File: config.mk
export PLATFORM = sky130hd
export DESIGN_NAME = ft600_bus_scheduler
export DESIGN_NICKNAME = d
export VERILOG_FILES = /design/src/rtl/ft600_pkg.sv /design/src/rtl/ft600_bus_scheduler.sv
export SDC_FILE = /design/constraint.sdc
export NUM_CORES = 1
export LEC_CHECK = 0
export ABC_CLOCK_PERIOD_IN_PS = 1550
export BUFFER_PORTS_ARGS = -buffer_cell sky130_fd_sc_hd__buf_2
export CORE_MARGIN = 5
export CORE_UTILIZATION = 40
export DETAILED_ROUTE_END_ITERATION = 16
export PLACE_DENSITY_LB_ADDON = 0.15
export SLEW_MARGIN = 20
export SYNTH_ARGS = -nofsm -noshare
export SYNTH_HDL_FRONTEND = slang
export SYNTH_SLANG_ARGS = --single-unit
export TNS_END_PERCENT = 10
File: constraint.sdc
create_clock -name ftdi_clk -period 1.55 [get_ports ftdi_clk]
set_clock_uncertainty 0.1 [all_clocks]
set_input_delay 0.3875 -clock ftdi_clk [delete_from_list [all_inputs] [get_ports ftdi_clk]]
set_output_delay 0.3875 -clock ftdi_clk [all_outputs]
set_load 0.02 [all_outputs]
File: src/rtl/ft600_pkg.sv
// Shared types for the FT600 245-sync-FIFO bus scheduler: FSM states, grant side
// and the alternating-priority arbitration rule used when both directions request.
package ft600_pkg;

    typedef enum logic [2:0] {
        ST_IDLE,
        ST_RD_OE,
        ST_RD_DATA,
        ST_RD_END,
        ST_WR_DATA,
        ST_WR_END
    } ft600_state_t;

    typedef enum logic {
        GRANT_RD,
        GRANT_WR
    } ft600_grant_t;

    localparam logic [1:0] BE_ALL = '1;

    // On a tie the side that did not win last time gets the bus.
    function automatic ft600_grant_t ft600_arbitrate(
        input logic         rd_req,
        input logic         wr_req,
        input ft600_grant_t last
    );
        if (rd_req && wr_req) begin
            return (last == GRANT_WR) ? GRANT_RD : GRANT_WR;
        end else if (rd_req) begin
            return GRANT_RD;
        end else begin
            return GRANT_WR;
        end
    endfunction

endpackage

File: src/rtl/ft600_bus_scheduler.sv
// FT600 245-sync-FIFO bus owner: sequences bounded read/write bursts on the shared bus.
// Latency: rx word 1 edge after capture; tx accepted combinationally; backpressure via rx_afull/txe_n.
// Backpressure: rx_afull ends a read burst (one extra word in flight); txe_n high stalls/ends writes.
module ft600_bus_scheduler
    import ft600_pkg::*;
#(
    parameter int DATA_W    = 16,
    parameter int BE_W      = 2,
    parameter int MAX_BURST = 256
) (
    input  logic              ftdi_clk,
    input  logic              rst,
    input  logic              ftdi_rxf_n,
    input  logic              ftdi_txe_n,
    output logic              ftdi_oe_n,
    output logic              ftdi_rd_n,
    output logic              ftdi_wr_n,
    input  logic [DATA_W-1:0] ftdi_data_i,
    input  logic [BE_W-1:0]   ftdi_be_i,
    output logic [DATA_W-1:0] ftdi_data_o,
    output logic [BE_W-1:0]   ftdi_be_o,
    output logic              ftdi_bus_oe,
    output logic              rx_valid,
    output logic [DATA_W-1:0] rx_data,
    output logic [BE_W-1:0]   rx_be,
    input  logic              rx_afull,
    input  logic              tx_valid,
    output logic              tx_ready,
    input  logic [DATA_W-1:0] tx_data,
    input  logic [BE_W-1:0]   tx_be,
    output logic              busy
);

    localparam int                CNT_W    = $clog2(MAX_BURST + 1);
    localparam logic [CNT_W-1:0]  LAST_CNT = CNT_W'(MAX_BURST - 1);

    ft600_state_t     state;
    ft600_grant_t     last_grant;
    ft600_grant_t     grant;
    logic [CNT_W-1:0] burst_cnt;
    logic             rd_req;
    logic             wr_req;
    logic             rd_cap;
    logic             wr_xfer;

    assign rd_req  = !ftdi_rxf_n && !rx_afull;
    assign wr_req  = !ftdi_txe_n && tx_valid;
    assign grant   = ft600_arbitrate(rd_req, wr_req, last_grant);
    assign rd_cap  = (state == ST_RD_DATA) && !ftdi_rd_n && !ftdi_rxf_n;
    assign wr_xfer = (state == ST_WR_DATA) && tx_valid && !ftdi_txe_n;

    // Write side is combinational so a txe_n rise stops the strobe in the same cycle.
    assign ftdi_bus_oe = (state == ST_WR_DATA);
    assign tx_ready    = (state == ST_WR_DATA) && !ftdi_txe_n;
    assign ftdi_wr_n   = !wr_xfer;
    assign ftdi_data_o = tx_data;
    assign ftdi_be_o   = tx_be;
    assign busy        = (state != ST_IDLE);

    always_ff @(posedge ftdi_clk) begin
        if (rst) begin
            state      <= ST_IDLE;
            last_grant <= GRANT_WR;
            burst_cnt  <= '0;
            ftdi_oe_n  <= 1'b1;
            ftdi_rd_n  <= 1'b1;
            rx_valid   <= 1'b0;
            rx_data    <= '0;
            rx_be      <= '0;
        end else begin
            rx_valid <= 1'b0;
            case (state)
                ST_IDLE: begin
                    if (rd_req || wr_req) begin
                        last_grant <= grant;
                        if (grant == GRANT_RD) begin
                            state     <= ST_RD_OE;
                            ftdi_oe_n <= 1'b0;
                        end else begin
                            state <= ST_WR_DATA;
                        end
                    end
                end
                ST_RD_OE: begin
                    // One turnaround cycle with oe_n low before the first read strobe.
                    state     <= ST_RD_DATA;
                    ftdi_rd_n <= 1'b0;
                end
                ST_RD_DATA: begin
                    if (rd_cap) begin
                        rx_valid  <= 1'b1;
                        rx_data   <= ftdi_data_i;
                        rx_be     <= ftdi_be_i;
                        burst_cnt <= burst_cnt + CNT_W'(1);
                    end
                    if (ftdi_rxf_n || rx_afull || (rd_cap && burst_cnt == LAST_CNT)) begin
                        state     <= ST_RD_END;
                        ftdi_rd_n <= 1'b1;
                        ftdi_oe_n <= 1'b1;
                    end
                end
                ST_RD_END: begin
                    state     <= ST_IDLE;
                    burst_cnt <= '0;
                end
                ST_WR_DATA: begin
                    if (wr_xfer) begin
                        burst_cnt <= burst_cnt + CNT_W'(1);
                    end
                    if (!tx_valid || ftdi_txe_n || (wr_xfer && burst_cnt == LAST_CNT)) begin
                        state <= ST_WR_END;
                    end
                end
                ST_WR_END: begin
                    state     <= ST_IDLE;
                    burst_cnt <= '0;
                end
                default: begin
                    state <= ST_IDLE;
                end
            endcase
        end
    end

endmodule
## Word level (Yosys, flattened, before mapping)

Cells that the tools add are included.

- Input bits: 42
- Word-level logic and storage cells: 73
- Register bits after elaboration: 34

- Equality and inequality tests: 12
- Reductions and logical operators: 34
- Add/sub/neg operators: 1
- Bitwise logic cells: 1
- Mux-type cells: 17

Operators by type and width:

| operator | count |
|---|---|
| 9-bit case mux with 3 select lines | 1 |
| 9-bit 2-to-1 mux | 2 |
| 3-bit 2-to-1 mux | 4 |
| 3-bit case mux with 4 select lines | 1 |
| 1-bit logical AND | 10 |
| 9-bit by 1-bit adder with 9-bit output (second input constant) | 1 |
| 9-bit by 8-bit == test with 1-bit output (second input constant) | 1 |
| 1-bit 2-to-1 mux | 7 |
| 3-bit by 2-bit == test with 1-bit output (second input constant) | 2 |
| 3-bit == test (second input constant) | 2 |
| 1-bit zero test | 6 |
| 2-bit by 1-bit inequality test with 1-bit output (second input constant) | 3 |
| 2-bit inequality test (second input constant) | 3 |
| 2-bit AND reduction | 3 |
| 3-bit AND reduction | 2 |
| 3-bit nonzero test | 2 |
| 1-bit logical OR | 5 |
| 1-bit case mux with 2 select lines | 2 |
| 4-bit AND reduction | 1 |
| 2-bit nonzero test | 2 |
| 2-bit OR reduction | 2 |
| 3-bit by 1-bit == test with 1-bit output (second input constant) | 1 |
| 3-bit zero test | 1 |
| 1-bit NOT | 1 |

## Depth between registers and ports, before layout

- Depth in word-level cells: 7
- Gate-level depth with buffers: 7

## Least setup slack after synthesis

OpenSTA, ideal clock, no wires.

- Kind: reg2reg
- From: reg state[0]
- To: reg burst_cnt[1]
- Library setup time: 0.126 ns
- Arrival: 1.469 ns
- Cell stages (with the launch flop): 7
- Period minus slack after synthesis: 1.695 ns
- Setup slack: -0.145 ns
- Path through: dfxtp_1 > buf_4 > or3b_4 > o221ai_4 > buf_6 > mux2i_1 > nor2_1

- Word-level cells in the longest chain between the ends: 5
- Elaborated cells between the ends (all ways): 14

Ends and longest elaborated chain:

| element | line | text |
|---|---|---|
| start, declared | ft600_bus_scheduler.sv:37 | `ft600_state_t state;` |
| start signal, assigned | ft600_bus_scheduler.sv:62 | `state <= ST_IDLE;` |
| start signal, assigned | ft600_bus_scheduler.sv:77 | `state <= ST_RD_OE;` |
| start signal, assigned | ft600_bus_scheduler.sv:80 | `state <= ST_WR_DATA;` |
| 3-bit by 2-bit == test with 1-bit output / 3-bit == test (equally long branches) | ft600_bus_scheduler.sv:49, ft600_bus_scheduler.sv:72, ft600_bus_scheduler.sv:50 |  |
| 1-bit logical AND, on equally long branches (2 in series) | ft600_bus_scheduler.sv:49, ft600_bus_scheduler.sv:50 |  |
| 2-bit inequality test (no source line) / 2-bit by 1-bit inequality test with 1-bit output (equally long branches) | -- |  |
| 3-bit AND reduction (no source line) | -- |  |
| end signal, assigned | ft600_bus_scheduler.sv:94 | `burst_cnt <= burst_cnt + CNT_W'(1);` |
| end signal, assigned | ft600_bus_scheduler.sv:108 | `burst_cnt <= burst_cnt + CNT_W'(1);` |
| end, declared | ft600_bus_scheduler.sv:40 | `logic [CNT_W-1:0] burst_cnt;` |

Parallel ways exist; a longest one is shown, timed or not.
A chain may end at the register's enable or synchronous reset.

## Final worst setup path

- From: reg state[1]
- To: out ftdi_wr_n

- Word-level cells in the longest chain between the ends: 4

Ends and longest elaborated chain:

| element | line | text |
|---|---|---|
| 3-bit == test | ft600_bus_scheduler.sv:50 | `assign wr_xfer = (state == ST_WR_DATA) && tx_valid && !ftdi_txe_n;` |
| 1-bit logical AND (2 in series) | ft600_bus_scheduler.sv:50 |  |
| 1-bit zero test | ft600_bus_scheduler.sv:55 | `assign ftdi_wr_n = !wr_xfer;` |
| end, declared | ft600_bus_scheduler.sv:17 | `output logic ftdi_wr_n,` |

Every way passes these cells.

==> impl_metrics.yaml <==
run:
  max_cap_viol_count: 0
cts:
  cts-buffers-inserted: 5
  cts_buffer_depth: 2
  clock_latency_on_the_worst_skew_pair_ns: 0.28
  clock-root-buffer: "sky130_fd_sc_hd__clkbuf_8"
  clk_pin_slew_ns: 0.07
  tritoncts: "yes"
  numClockSinks: 34
  h_tree_lvl_count: 2
  holdBufCountCts: 0
yosys:
  dominant_synthesized_flop_cell: "sky130_fd_sc_hd__dfxtp_1"
  synth_nets: 243
  synth_edf_count: 0
  seq_area_frac_synth_pct: 41.7
  asyncSetResetFlopFracSynth_pct: 0
  synth-seq-cells: 34
  postSynthCellCount: 198
  mappedNetlistArea_sq_mm: 0.00163
  synth.yosys.warnings: 0
  synth.distinct_cells: 39
  synthesis.area_per_instance_sq_um: 8.25
critical_path:
  cp_cell_sequence: "or3b_4, inv_2, nand2_2, buf_6"
  rr_worst_depth: 8
  worst-endpoint-arrival_ns: 1.32
  cp.required_ns: 1.06
  setup.worst_path.end: "ftdi_wr_n"
  path_class: "register to output pin"
  reg2reg_to: "state[0]"
  critPathMaxStageDelay_ns: 0.43
  r2r-start: "state[1]"
  timing.critical_path.from: "state[1]"
  setup.reg_to_reg.worst_slack_ns: -0.21
  setup_crit_end_kind: "output pin"
  critPathSlowestCell: "sky130_fd_sc_hd__or3b_4"
  cp-start-kind: "register"
  critical_path.max_fanout: 6
timing:
  setup_total_negative_slack_ns: -4.67
  final-setup-viol-count: 34
  maxClockFrequency_ghz: 0.553
  final_critical_path_setup_slack_ns: -0.257
  timing.final.crit_share_pct: 117
  drv_slew: 0
  tightest_slew_ns: 0.402
  setup_repair_after_global_routing_missed_its_margin: "true"
  hold_viol: 0
  post-route-min-period_ns: 1.81
  max_slew_margin_pct: 73.1
floorplan:
  ioPinCount: 85
  dieArea_sq_mm: 0.00546
  die_height_um: 73.9
  core-area_sq_mm: 0.00397
  chipWidth_um: 73.9
  std_cell_rows: 23
  initial_core_util_pct: 41.1
global_routing:
  grt_use_total_pct: 15.6
  grt_overflow_total: 0
  initial_antenna_violation_count: 0
  grt_pass1_wl_um: 6670
  largest_net_degree_at_the_start_of_global_routing: 20
  first_global_vias: 1443
layout:
  register_area_sq_um: 689
  antennaDiodeCount: 0
  layout.nets: 313
  final_core_util_pct: 58.8
  n_fill_cell: 352
  area_growth_syn_to_fin_pct: 42.9
  share_of_final_layout_standard_cells_stronger_than_drive_strength_1_pct: 48.0
  multi_input_area_sq_um: 802
drt:
  drt_first_pass_iters: 4
  routedWlPerCell_um: 13.6
  postRouteWirelength_um: 4330
  routed-via-count: 1577
  antenna_left: 0
  drt_drc_violations_left: 0
  drt-initial-drc-count: 60
  avgViaCountPerCell: 4.94
place:
  place_worst_setup_slack_ns: -0.263
  port_buffer_count: 48
  gp_routability_congestion: 0.900
  detailed_place_hpwl_um: 3050
outcome:
  outcome: "finished with violations"
  violations: "setup timing"
power:
  cellLeakagePower_uw: 0.00101
  pwr_dens_mw_per_mm2: 1130
  peakVddDrop_uv: 722
hold_path:
  worst_hold_path_type: "input pin to register"
-- synthesized netlist by cell type, types with 2 or more instances --
library cell | number | area [sq um]
sky130_fd_sc_hd__nor2_1 | 10 | 37.5
sky130_fd_sc_hd__a31oi_1 | 2 | 12.5
sky130_fd_sc_hd__ha_1 | 3 | 37.5
sky130_fd_sc_hd__or2_2 | 2 | 12.5
sky130_fd_sc_hd__buf_6 | 2 | 22.5
sky130_fd_sc_hd__and4_1 | 2 | 17.5
sky130_fd_sc_hd__a221o_1 | 2 | 20.0
sky130_fd_sc_hd__o21ai_1 | 6 | 30.0
sky130_fd_sc_hd__a21oi_1 | 25 | 125
sky130_fd_sc_hd__dfxtp_1 | 34 | 681
sky130_fd_sc_hd__or3_1 | 6 | 37.5
sky130_fd_sc_hd__inv_1 | 7 | 26.3
sky130_fd_sc_hd__o21ai_0 | 2 | 10.0
sky130_fd_sc_hd__nand2_1 | 42 | 158
sky130_fd_sc_hd__xor2_1 | 2 | 17.5
sky130_fd_sc_hd__or3b_4 | 2 | 22.5
sky130_fd_sc_hd__nand3_1 | 4 | 20.0
sky130_fd_sc_hd__buf_4 | 21 | 158
sky130_fd_sc_hd__clkbuf_1 | 4 | 15.0
-- power by group --
part / leakage [uW] / total, uW / switching (uW) / internal, uW
clock network: 0.0000714 / 1010 / 329 / 686
registers: 0.000277 / 947 / 33.4 / 913
logic: 0.000658 / 677 / 314 / 364
total: 0.00101 / 2640 / 676 / 1960
-- through the flow --
| step | power (uW) | hold slack, ns | instances | cell area, sq um |
|---|---|---|---|---|
| after floorplan | 1330 | 0.336 | 198 | 1650 |
| after global routing | 2760 | 0.228 | 319 | 2330 |
| after detailed placement | 1470 | 0.345 | 304 | 2010 |
| final | 2640 | 0.232 | 319 | 2330 |
| after global placement | 1470 | 0.341 | 304 | 2010 |
| after CTS | 2550 | 0.228 | 314 | 2230 |
-- cell usage in the layout (no fill, tap or decap), types with 3 or more instances in the layout --
master                     instances
sky130_fd_sc_hd__or3_1             5
sky130_fd_sc_hd__dfxtp_1          31
sky130_fd_sc_hd__buf_2            45
sky130_fd_sc_hd__a21oi_1          18
sky130_fd_sc_hd__inv_1             4
sky130_fd_sc_hd__nor2_1            9
sky130_fd_sc_hd__buf_4            35
sky130_fd_sc_hd__nand2_1          41
sky130_fd_sc_hd__clkbuf_8          6
sky130_fd_sc_hd__o21ai_1           7
sky130_fd_sc_hd__inv_2             3
sky130_fd_sc_hd__a21oi_2           7
sky130_fd_sc_hd__nand3_1           4
sky130_fd_sc_hd__buf_6            11
-- cell type report --
class,instances,area share [%]
clock buffers,6,3.54
clock inverters,2,2.57
inverters,7,1.13
multi-input cells,129,34.4
flip-flops and latches,34,29.5
well taps,50,2.68
repair buffers,91,26.2
-- metal layers --
metal | wire [um] | vias to the layer above | track usage, %
li1 | - | 800 | -
met1 | 1870 | 720 | 20.3
met2 | 2030 | 39 | 23.9
met3 | 324 | 18 | 4.79
met4 | 107 | 0 | 6.04
met5 | 0 | - | 0
-- state kept, by name, indices dropped and copies added, names as in the netlist --
name,cells
burst_cnt,9
ftdi_oe_n,1
ftdi_rd_n,1
last_grant,1
rx_be,2
rx_data,16
rx_valid,1
state,3
-- how the worst min path moves through the flow --
stage	from	endpoint	slack, ns	cells after the start
6_report	ftdi_data_i[4]	rx_data[4]	0.23	3
5_1_grt	ftdi_data_i[4]	rx_data[4]	0.23	3
4_1_cts	ftdi_data_i[13]	rx_data[13]	0.23	3
3_5_place_dp	rx_data[10]	rx_data[10]	0.34	2
3_3_place_gp	rx_data[10]	rx_data[10]	0.34	2
2_1_floorplan	burst_cnt[8]	burst_cnt[8]	0.34	2
-- critical path: cells and delay by family, from the launching register on --
kind | cells | cell delay, ns
AND/OR/NAND/NOR | 2 | 0.48
flip-flops | 1 | 0.36
buffers and inverters | 2 | 0.20
-- logic make-up after synthesis --
group | count (synthesis) | share of synthesized area, %
AOI/OAI and AO/OA | 45 | 17.2
xor gates and xnor gates | 2 | 1.07
adders and majority gates | 3 | 2.30
buffers and inverters | 35 | 13.8
DFF | 34 | 41.7
muxes | 1 | 0.613
and+or+nand+nor | 78 | 23.4
-- timing repair --
| item | CTS | global route |
|---|---|---|
| gates resized for setup | 19 | 20 |
| buffers inserted | 2 | 5 |
| endpoints found under the setup margin | 36 | 37 |
| pin swaps | 9 | 9 |
Power figures use the tool's default switching activity.
